==> src/rtl/alu_uart_interface_pkg.sv <==
// Shared types and constants for the serial ALU operand loader.
package alu_uart_interface_pkg;

  typedef enum logic [2:0] {
    ST_IDLE    = 3'd0,
    ST_WAIT_B  = 3'd1,
    ST_WAIT_OP = 3'd2,
    ST_EXEC    = 3'd3,
    ST_WAIT_TX = 3'd4
  } state_t;

  localparam logic [5:0] OP_ADD = 6'b100000;
  localparam logic [5:0] OP_SUB = 6'b100010;
  localparam logic [5:0] OP_AND = 6'b100100;
  localparam logic [5:0] OP_OR  = 6'b100101;
  localparam logic [5:0] OP_XOR = 6'b100110;
  localparam logic [5:0] OP_NOR = 6'b100111;
  localparam logic [5:0] OP_SRA = 6'b000011;
  localparam logic [5:0] OP_SRL = 6'b000010;

  function automatic logic is_loading(input state_t s);
    return (s == ST_WAIT_B) || (s == ST_WAIT_OP);
  endfunction

endpackage

==> src/rtl/alu_uart_interface_timeout_counter.sv <==
// Inter-byte gap timer: counts enabled idle cycles, flags the terminal count.
module alu_uart_interface_timeout_counter #(
  parameter int TIMEOUT = 100000
) (
  input  logic clock,
  input  logic reset,
  input  logic enable,
  input  logic clear,
  output logic expired
);

  localparam int W = $clog2(TIMEOUT);
  localparam logic [W-1:0] TERM = W'(TIMEOUT - 1);

  logic [W-1:0] count;

  // expired is combinational so the caller can let a same-cycle byte win
  assign expired = enable && (count == TERM);

  always_ff @(posedge clock) begin
    if (reset || clear) begin
      count <= '0;
    end else if (enable && (count != TERM)) begin
      count <= count + 1'b1;
    end
  end

endmodule

==> src/rtl/alu_uart_interface.sv <==
// Loads ALU operands A, B, OP from received UART bytes and sends the result back.
// state      | meaning
// ST_IDLE    | waiting for operand A byte
// ST_WAIT_B  | A loaded, waiting for operand B (gap timer running)
// ST_WAIT_OP | B loaded, waiting for opcode byte (gap timer running)
// ST_EXEC    | ALU settling for ALU_LAT cycles
// ST_WAIT_TX | result handed to transmitter, waiting for tx_done
module alu_uart_interface
  import alu_uart_interface_pkg::*;
#(
  parameter int N_BITS  = 8,
  parameter int N_OP    = 6,
  parameter int ALU_LAT = 1,
  parameter int TIMEOUT = 100000
) (
  input  logic              clock,
  input  logic              reset,
  input  logic [N_BITS-1:0] i_rx_data,
  input  logic              i_rx_done,
  input  logic              i_tx_done,
  input  logic [N_BITS-1:0] i_alu_res,
  output logic [N_BITS-1:0] o_alu_A,
  output logic [N_BITS-1:0] o_alu_B,
  output logic [N_OP-1:0]   o_alu_OP,
  output logic [N_BITS-1:0] o_tx_data,
  output logic              o_tx_start,
  output logic              o_busy,
  output logic              o_timeout,
  output logic              o_overrun
);

  localparam int LAT_W = $clog2(ALU_LAT + 1);

  state_t            state, state_d;
  logic [LAT_W-1:0]  lat_cnt, lat_cnt_d;
  logic [N_BITS-1:0] alu_a_d, alu_b_d, tx_data_d;
  logic [N_OP-1:0]   alu_op_d;
  logic              tx_start_d, busy_d, timeout_d, overrun_d;
  logic              gap_en, gap_clr, gap_expired;

  assign gap_en  = is_loading(state);
  assign gap_clr = !gap_en || i_rx_done;

  alu_uart_interface_timeout_counter #(.TIMEOUT(TIMEOUT)) u_gap (
    .clock   (clock),
    .reset   (reset),
    .enable  (gap_en),
    .clear   (gap_clr),
    .expired (gap_expired)
  );

  always_comb begin
    state_d    = state;
    lat_cnt_d  = lat_cnt;
    alu_a_d    = o_alu_A;
    alu_b_d    = o_alu_B;
    alu_op_d   = o_alu_OP;
    tx_data_d  = o_tx_data;
    tx_start_d = 1'b0;
    timeout_d  = 1'b0;
    overrun_d  = 1'b0;
    case (state)
      ST_IDLE: begin
        if (i_rx_done) begin
          alu_a_d = i_rx_data;
          state_d = ST_WAIT_B;
        end
      end
      ST_WAIT_B: begin
        if (i_rx_done) begin
          alu_b_d = i_rx_data;
          state_d = ST_WAIT_OP;
        end else if (gap_expired) begin
          state_d   = ST_IDLE;
          timeout_d = 1'b1;
        end
      end
      ST_WAIT_OP: begin
        if (i_rx_done) begin
          alu_op_d  = i_rx_data[N_OP-1:0];
          lat_cnt_d = LAT_W'(ALU_LAT - 1);
          state_d   = ST_EXEC;
        end else if (gap_expired) begin
          state_d   = ST_IDLE;
          timeout_d = 1'b1;
        end
      end
      ST_EXEC: begin
        overrun_d = i_rx_done;
        if (lat_cnt == '0) begin
          tx_data_d  = i_alu_res;
          tx_start_d = 1'b1;
          state_d    = ST_WAIT_TX;
        end else begin
          lat_cnt_d = lat_cnt - 1'b1;
        end
      end
      ST_WAIT_TX: begin
        overrun_d = i_rx_done;
        // a tx_done coincident with our own start belongs to an earlier byte
        if (i_tx_done && !o_tx_start) state_d = ST_IDLE;
      end
      default: state_d = ST_IDLE;
    endcase
    busy_d = (state_d != ST_IDLE);
  end

  always_ff @(posedge clock) begin
    if (reset) begin
      state      <= ST_IDLE;
      lat_cnt    <= '0;
      o_alu_A    <= '0;
      o_alu_B    <= '0;
      o_alu_OP   <= '0;
      o_tx_data  <= '0;
      o_tx_start <= 1'b0;
      o_busy     <= 1'b0;
      o_timeout  <= 1'b0;
      o_overrun  <= 1'b0;
    end else begin
      state      <= state_d;
      lat_cnt    <= lat_cnt_d;
      o_alu_A    <= alu_a_d;
      o_alu_B    <= alu_b_d;
      o_alu_OP   <= alu_op_d;
      o_tx_data  <= tx_data_d;
      o_tx_start <= tx_start_d;
      o_busy     <= busy_d;
      o_timeout  <= timeout_d;
      o_overrun  <= overrun_d;
    end
  end

endmodule
==> config.mk <==
export PLATFORM = sky130hd
export DESIGN_NAME = alu_uart_interface
export DESIGN_NICKNAME = d
export VERILOG_FILES = /design/src/rtl/alu_uart_interface_pkg.sv /design/src/rtl/alu_uart_interface_timeout_counter.sv /design/src/rtl/alu_uart_interface.sv
export SDC_FILE = /design/constraint.sdc
export NUM_CORES = 1
export LEC_CHECK = 0
export BUFFER_PORTS_ARGS = -buffer_cell sky130_fd_sc_hd__clkbuf_2
export CAP_MARGIN = 10
export CORE_MARGIN = 2
export CORE_UTILIZATION = 45
export DETAILED_ROUTE_END_ITERATION = 10
export GPL_TIMING_DRIVEN = 0
export PLACE_DENSITY = 0.81
export SYNTH_ARGS = -nofsm -noshare
export SYNTH_HDL_FRONTEND = slang
export SYNTH_SLANG_ARGS = --single-unit
==> constraint.sdc <==
create_clock -name clock -period 2.5 [get_ports clock]
set_input_delay 0.5 -clock clock [delete_from_list [all_inputs] [get_ports clock]]
set_output_delay 0.5 -clock clock [all_outputs]
set_load 0.01 [all_outputs]
Word level (Yosys, flattened, before mapping)
Index checks and enable logic that the tools add are counted.
Storage, ports and cells
  register bits: 55
  input port bits: 20
  output and inout bits: 34
  logic and storage cells: 57
Operators by class
  add/subtract/negate cells: 2
  eq/ne operators: 7
  multiplexer cells: 12
  bitwise gates (word level): 4
  reduce and logical (&&, ||, !) cells: 21
Operators by type and width (number)
  $mux 3: 6
  $add 17x1->17 const B: 1
  $eq 17x17->1 const B: 1
  $ne 17x17->1 const B: 1
  $pmux 3 s5: 1
  $reduce_and 2->1: 5
  $reduce_or 2->1: 4
  $eq 3x2->1 const B: 2
  $mux 1: 4
  $not 1->1: 4
  $eq 3x1->1 const B: 1
  $eq 3x3->1 const B: 1
  $logic_and 1x1->1: 3
  $logic_not 3->1: 1
  $logic_or 1x1->1: 3
  $reduce_bool 3->1: 1
  $reduce_or 3->1: 1
  $logic_not 1->1: 2
  $ne 2x2->1 const B: 1
  $pmux 1 s2: 1
  $reduce_bool 2->1: 1
  $sub 1x1->1 const B: 1

Longest topological paths before layout
Gate-level depths: netlist of run 1.
  depth after elaboration: 7
  mapped depth: 6

Hierarchy
From an unflattened synthesis of run 1, not the netlist that was laid out.
Second synthesis, totals
  cell total of the unflattened synthesis: 256
  area total of the unflattened synthesis: 2359.8 um^2
By module, submodules not included
  alu_uart_interface: instances 1, cells each 145, area each 1443.9 um^2, sequential area each 740.7 um^2
  alu_uart_interface_timeout_counter: instances 1, cells each 111, area each 915.9 um^2, sequential area each 340.3 um^2

Least setup slack after synthesis of run 1
Ideal clock, no wire load.
  path type: reg-to-reg
  start: register u_gap.count[8]
  end: register o_busy
  data arrival time: 1.636 ns
  data required time: 2.373 ns
  slack: 0.738 ns
  cell stages (with the launch flop): 5
  period minus slack after synthesis: 1.762 ns
  path through: dfxtp_1 or4_4 nor4_4 nor4_1 or3_1
Between the ends
  word-level cells in the longest chain between the ends: 6
  elaborated cells on any way between the ends: 7
  classes of those cells: eq/ne: 1; mux: 4; reduce/logical: 2
Ends and longest elaborated chain
  from (decl): RTL line alu_uart_interface_timeout_counter.sv:15  | logic [W-1:0] count;
  from (signal assigned): RTL line alu_uart_interface_timeout_counter.sv:24  | count <= count + 1'b1;
  $eq 17x17->1 *: RTL line alu_uart_interface_timeout_counter.sv:18  | assign expired = enable && (count == TERM);
  $logic_and 1x1->1 *: RTL line alu_uart_interface_timeout_counter.sv:18
  $mux 3 *: RTL line alu_uart_interface.sv:73, alu_uart_interface.sv:83
  $mux 3 (on tied branches): RTL line alu_uart_interface.sv:79, alu_uart_interface.sv:70
  $pmux 3 s5 *: RTL line alu_uart_interface.sv:62  | case (state)
  $reduce_bool 3->1 *: RTL line alu_uart_interface.sv:105  | busy_d = (state_d != ST_IDLE);
  to (signal assigned): RTL line alu_uart_interface.sv:128  | o_busy <= busy_d;
  to (decl): RTL line alu_uart_interface.sv:27  | output logic o_busy,
Mark *: on every way between the ends. The rest lies on a longest branch, timed or not.
A chain may end at the register's enable or synchronous reset.

Worst setup path after layout of run 1
Same ends and word-level chain as after synthesis.

==> key figures, run 1 <==
Run status
  – Status: complete, no violations

GRT
  – GRT Overall Usage: 0.188
  – Largest net degree at the start of global routing: 20
  – First-pass GRT wire length: 8.42 mm
  – Initial antenna violation count: 0
  – Vias in the first global route: 1897
  – Total grt overflow: 0

Critical path
  – CP startpoint kind: register
  – CP Cell Sequence: or4_4, nor4_4, nor4_1, or3_1
  – CP arrival: 2.23 ns
  – Setup crit end kind: register
  – Family with the most delay on the worst path: simple AND/OR/NAND/NOR gates
  – Worst reg-to-reg path cell count: 4
  – Slowest CP cell: or4_4
  – Flop2flop setup slack: 0.46 ns
  – Worst EP required: roughly 2.7 ns
  – Crit-path max FO: 10
  – Worst path max stage delay: just under 0.6 ns
  – RR Startpoint: u_gap.count[8]
  – WP buf/inv: 0
  – WS Path Type: register to register
  – FF-to-FF End: o_busy

Synthesis
  – Yosys warns: 0
  – Net Count, Synth: ~280
  – Post-synth EDFFs: 0
  – Count of cell types in the netlist: 41
  – Gate Count Post-Synth: 260
  – Post-synth top cells: dfxtp_1, nand2_1, a21oi_1
  – Top_reg_cell synth: dfxtp_1
  – Synthesized cell area: around 2300 sq um
  – Largest area contributor in the netlist: dfxtp_1
  – Syn avg cell area: 8.95 sq um
  – Ys async rst share: 0
  – Top-area cell type share of the netlist area: 0.465
  – Seq/Total Area, Yosys: 0.465
  – Top-count cell post-synth: dfxtp_1
  – Synth area leaders: dfxtp_1, nand2_1, mux2i_1
  – FF+latch count, synth: 54

Placement
  – Global placement routability congestion: ~0.84
  – Post-Place Cells: between 300 and 400
  – Post-DP HPWL: 3.90 mm
  – I/O Buffers: 53
  – DP Area: 2680 sq um

Clock tree
  – Htree depth: 2
  – Post-CTS Setup Inserts: 0
  – Clock sinks: 54
  – Buffer levels on the longest clock path: 2
  – CTS Buf Count: 5
  – Clk slew on worst S/H paths: 0.11 ns
  – Root buf cell: clkbuf_8
  – # resized after CTS: 0
  – CTS tree: done
  – CTS Hold Bufs: 0
  – Worst-Skew Late Latency: 0.31 ns

Power
  – Power per cell area: 563 nW/um^2
  – Lkg Pwr: 0.000999 uW
  – Total Power: ~1600 uW
  – Maximum vdd ir drop: around 0.37 mV

Drt
  – Avg WL per Cell: around 14 um
  – Post-DRT Antenna Nets: 0
  – Vias: 2115
  – DRT iter0 DRCs: around 100
  – # DRC: 0
  – DRT Pass-1 Iters: 4
  – Final wirelength: approximately 5.4 mm
  – Via/cell ratio: 5.41

Cells and area
  – Fillers: roughly 460
  – Cell area after layout: ~2800 sq um
  – Finished Layout Cells: ~390
  – Antenna cells: 0
  – Layout Nets: 341
  – Synthesis-to-layout area growth: 19.4%
  – Final core occ: 0.551
  – Layout cells sized above 1: 0.249

Min path
  – Hold_sp: i_alu_res[5]
  – Sink of the worst hold path: o_tx_data[5]
  – Hold Path Stages: 3
  – Worst Hold Class: input pin to register

STA
  – Worst-margin pin slew: 0.882 ns
  – Slew headroom: 0.408
  – Unrepaired setup endpoints after global routing: no
  – Final period utilization: 0.818
  – Worst Clk Skew: 0.0106 ns
  – Fin crit period: 2.04 ns
  – Fin. max-slew vios: 0
  – Final count of negative-setup-slack endpoints: 0
  – Setup TNS: 0 ns
  – Final hold violations: 0
  – Max Freq: a little under 500 MHz

Floorplan
  – Die Wd: 75.9 um
  – IO Pins: 54
  – Row Count: 26
  – Full die area: slightly below 6000 sq um
  – Starting Density: 0.461
  – Core Box Area: 5040 sq um
  – Die Height: roughly 76 um

Run
  – Max Cap Viol: 0
[final cells by class]
| cell class | count | area, sq um | share of cell area |
|---|---|---|---|
| repair buffers | 53 | 265 | 0.0955 |
| flip-flops and latches | 54 | 1080 | 0.389 |
| clock buffers | 5 | 68.8 | 0.0248 |
| well taps | 70 | 87.6 | 0.0315 |
| multi-input cells | 186 | 1140 | 0.412 |
| plain buffers | 14 | 78.8 | 0.0284 |
| inverters | 6 | 22.5 | 0.00811 |
| clock inverters | 3 | 28.8 | 0.0104 |
[power breakdown]
group	switching [uW]	internal [uW]	total, uW
Combinational	93.7	59.8	153
Sequential	10.6	882	892
Clock	308	208	516
[registers in the layout (all words and copies together), names as in the netlist]
| register | cells |
|---|---|
| u_gap.count | 17 |
| o_alu_A | 8 |
| o_alu_B | 8 |
| o_tx_data | 8 |
| o_alu_OP | 6 |
| state | 3 |
| o_busy | 1 |
| o_overrun | 1 |
| o_timeout | 1 |
| o_tx_start | 1 |
[worst min-delay path: cells and delay by family]
family                 cells  cell delay [ns]
AOI/OAI and AO/OA          1             0.05
buffers and inverters      1             0.08
and+or+nand+nor            1             0.05
[through the flow]
step | hold WS (ns) | setup WS [ns]
2_1_floorplan | 0.452 | 0.738
3_3_place_gp | 0.442 | 0.505
3_5_place_dp | 0.449 | 0.509
4_1_cts | 0.400 | 0.477
5_1_grt | 0.403 | 0.364
6_report | 0.405 | 0.456
[cell usage in the layout (no fill, tap or decap), types with 2 or more instances in the layout]
cell type  netlist  final
a21oi_1         27     27
a21oi_2          6      6
and4_1           2      2
buf_2            3      3
buf_4            2      2
buf_6            2      2
clkbuf_1         6      6
clkbuf_2         0     53
clkbuf_8         0      5
clkinv_4         0      2
dfxtp_1         54     54
inv_1            6      6
mux2i_1         14     14
nand2_1         40     40
nand2b_1         5      5
nand3_1          7      7
nand4_1          5      5
nor2_1          18     18
nor3_1           5      5
nor4_1           2      2
o211ai_1         2      2
o21a_1           2      2
o21ai_1          2      2
o31ai_1         11     11
or2_1            2      2
or3_1            4      4
or4_1           16     16
[layer usage]
metal,share of wire,track usage,vias to the layer above
li1,-,-,1057
met1,0.45,0.243,1014
met2,0.50,0.314,42
met3,0.049,0.0529,2
met4,0.0041,0.0351,0
met5,0,0,-
[worst max-delay path by stage]
stage / start / to / cells after the start
floorplan: u_gap.count[8] / o_busy / 4
global placement: u_gap.count[8] / o_busy / 4
detailed placement: u_gap.count[8] / o_busy / 4
CTS: u_gap.count[8] / o_busy / 4
global route: u_gap.count[8] / state[1] / 5
finish: u_gap.count[8] / o_busy / 4
[cells by family (layout without fill, tap and decap cells)]
family / count (synthesis) / count (layout) / synth area share
AO/OA/AOI/OAI: 53 / 53 / 0.145
buffers and inverters: 20 / 81 / 0.0436
adder cells (fa/ha/maj): 1 / 1 / 0.00538
multiplexers: 14 / 14 / 0.0602
flip-flops: 54 / 54 / 0.465
AND/OR/NAND/NOR: 117 / 117 / 0.274
XOR/XNOR: 1 / 1 / 0.00699
(Power assumes the default switching activity.)
==> run 2: changes to the inputs <==
- clock period: 2.5 -> 2 ns (I/O delays scaled with it)
==> run 2 against run 1 <==
Combinational power grew 25%. Clock power rose by 25%. Fmax increased by 4.1%. Clock skew up 0.00096 ns. Final cell count up 0.51%. Global-route usage unchanged. Critical path depth grew 1. Sequential share of layout area down 0.21 points. Total power is 25% higher. Core utilization rose by 0.30 points. Flip-flop and latch count stayed put. Via count is 0.61% higher. Critical endpoint unchanged. Highest routed layer unchanged.
==> key figures, run 2 (synthesis gave the netlist of run 1 again) <==
Critical path
  – Worst reg-to-reg path cell count: 5
  – FF-to-FF End: o_busy
  – WS Path Type: register to register
  – CP arrival: 2.15 ns
  – Setup crit end kind: register
  – Worst EP required: 2.18 ns
  – CP startpoint kind: register
  – Crit-path max FO: 8
  – RR Startpoint: u_gap.count[8]
  – Flop2flop setup slack: 0.04 ns

Cells and area
  – Commonest non-fill, non-tap cell in the layout: dfxtp_1
  – Top reg by flops: u_gap.count
  – Antenna cells: 0
  – Layout cells sized above 1: 0.254
  – Layout Nets: 343
  – Max FFs per register: 17
  – Final core occ: 0.554
  – Most frequent cells in the layout: dfxtp_1, clkbuf_2, nand2_1
  – Cell area after layout: 2790 sq um
  – Finished Layout Cells: 393
  – Synthesis-to-layout area growth: 20.0%

Clock tree
  – CTS Buf Count: 5
  – Htree depth: 2
  – Worst-Skew Late Latency: 0.31 ns
  – Clk slew on worst S/H paths: 0.10 ns
  – Clock sinks: 54
  – # resized after CTS: 0
  – CTS Hold Bufs: 0
  – CTS tree: done
  – Buffer levels on the longest clock path: 2
  – Root buf cell: clkbuf_8

STA
  – Final hold violations: 0
  – Setup TNS: 0 ns
  – Fin crit period: 1.96 ns
  – Slew headroom: 0.408
  – Fin. max-slew vios: 0
  – Final count of negative-setup-slack endpoints: 0
  – Max Freq: 509 MHz
  – Worst Clk Skew: around 0.012 ns
  – Final setup margin: about 0.036 ns
  – Final period utilization: 0.982
  – Worst-margin pin slew: 0.882 ns

Drt
  – Via/cell ratio: approximately 5.4
  – DRT iter0 DRCs: 115
  – Post-DRT Antenna Nets: 0
  – DRT Pass-1 Iters: 4
  – Final wirelength: 5.44 mm
  – # DRC: 0
  – Vias: 2128
  – Avg WL per Cell: 13.8 um

Floorplan
  – Die Height: around 76 um
  – IO Pins: 54
  – Die Wd: 75.9 um
  – Full die area: 5760 sq um
  – Starting Density: 0.461
  – Row Count: 26
  – Core Box Area: 5040 sq um

GRT
  – First-pass GRT wire length: roughly 8.4 mm
  – GRT Overall Usage: 0.188
  – Vias in the first global route: 1897
  – Initial antenna violation count: 0
  – Total grt overflow: 0
  – Largest net degree at the start of global routing: 20

Run
  – Max Cap Viol: 0

Power
  – Power per cell area: between 600 and 700 nW/um^2
  – Lkg Pwr: 0.00101 uW
  – Maximum vdd ir drop: 0.460 mV

Min path
  – Hold_sp: i_alu_res[3]
  – Hold Path Stages: 3
  – Sink of the worst hold path: o_tx_data[3]
  – Worst Hold Class: input pin to register

Placement
  – Post-DP HPWL: just under 4 mm
  – I/O Buffers: between 50 and 60
  – DP Area: 2680 sq um
  – Global placement routability congestion: around 0.84
  – Post-Place Cells: 383
  – Post-Place Setup Slack: 0.00887 ns

Run status
  – Status: complete, no violations
[run 2: cell types whose count changed in the layout (fill, tap and decap cells not counted), sizes merged]
cell	before	now
buf	8	10
[run 2: through the flow]
| stage | hold WS (ns) | total power (uW) |
|---|---|---|
| 6_report | 0.306 | 1950 |
| 5_1_grt | 0.303 | 2030 |
| 4_1_cts | 0.300 | 1970 |
| 3_5_place_dp | 0.449 | 1330 |
| 3_3_place_gp | 0.442 | 1330 |
| 2_1_floorplan | 0.452 | 1260 |
[run 2: repair_timing]
item / CTS / global route
endpoints found under the setup margin: 1 / 6
pin swaps: 1 / 1
buffers inserted: 0 / 2
[run 2: per-layer routing]
metal	wire length, um	up-vias	global-route usage
met4	22	0	0.0351
met2	2750	62	0.314
met3	336	2	0.0529
li1	-	1062	-
met5	0	-	0
met1	2320	1002	0.243
[run 2: power breakdown]
group | switching [uW] | internal, uW | leakage (uW) | total (uW)
sequential | 13.2 | 1100 | 0.000437 | 1120
combinational | 117 | 74.7 | 0.000523 | 192
clock | 384 | 260 | 0.0000502 | 644
[run 2: layout make-up]
| class | count | area [sq um] |
|---|---|---|
| Buffer | 14 | 78.8 |
| Fill cell | 452 | 2250 |
| Multi-Input combinational cell | 186 | 1140 |
| Tap cell | 70 | 87.6 |
| Sequential cell | 54 | 1080 |
| Timing Repair Buffer | 55 | 280 |
| Clock buffer | 5 | 68.8 |
| Inverter | 6 | 22.5 |
| Clock inverter | 3 | 28.8 |
[run 2: critical path: stages (launching register included)]
cell and delay, ns:
dfxtp_1 0.37, or4_4 0.59, nor4_4 0.29, buf_4 0.20, nor4_1 0.06, or3_1 0.35
[run 2: worst max-delay path by stage]
stage,startpoint,endpoint,cells past startpoint
floorplan,u_gap.count[8],o_busy,4
global placement,u_gap.count[8],o_busy,4
detailed placement,u_gap.count[8],o_busy,4
CTS,u_gap.count[0],o_busy,5
global route,u_gap.count[8],o_busy,5
finish,u_gap.count[8],o_busy,5
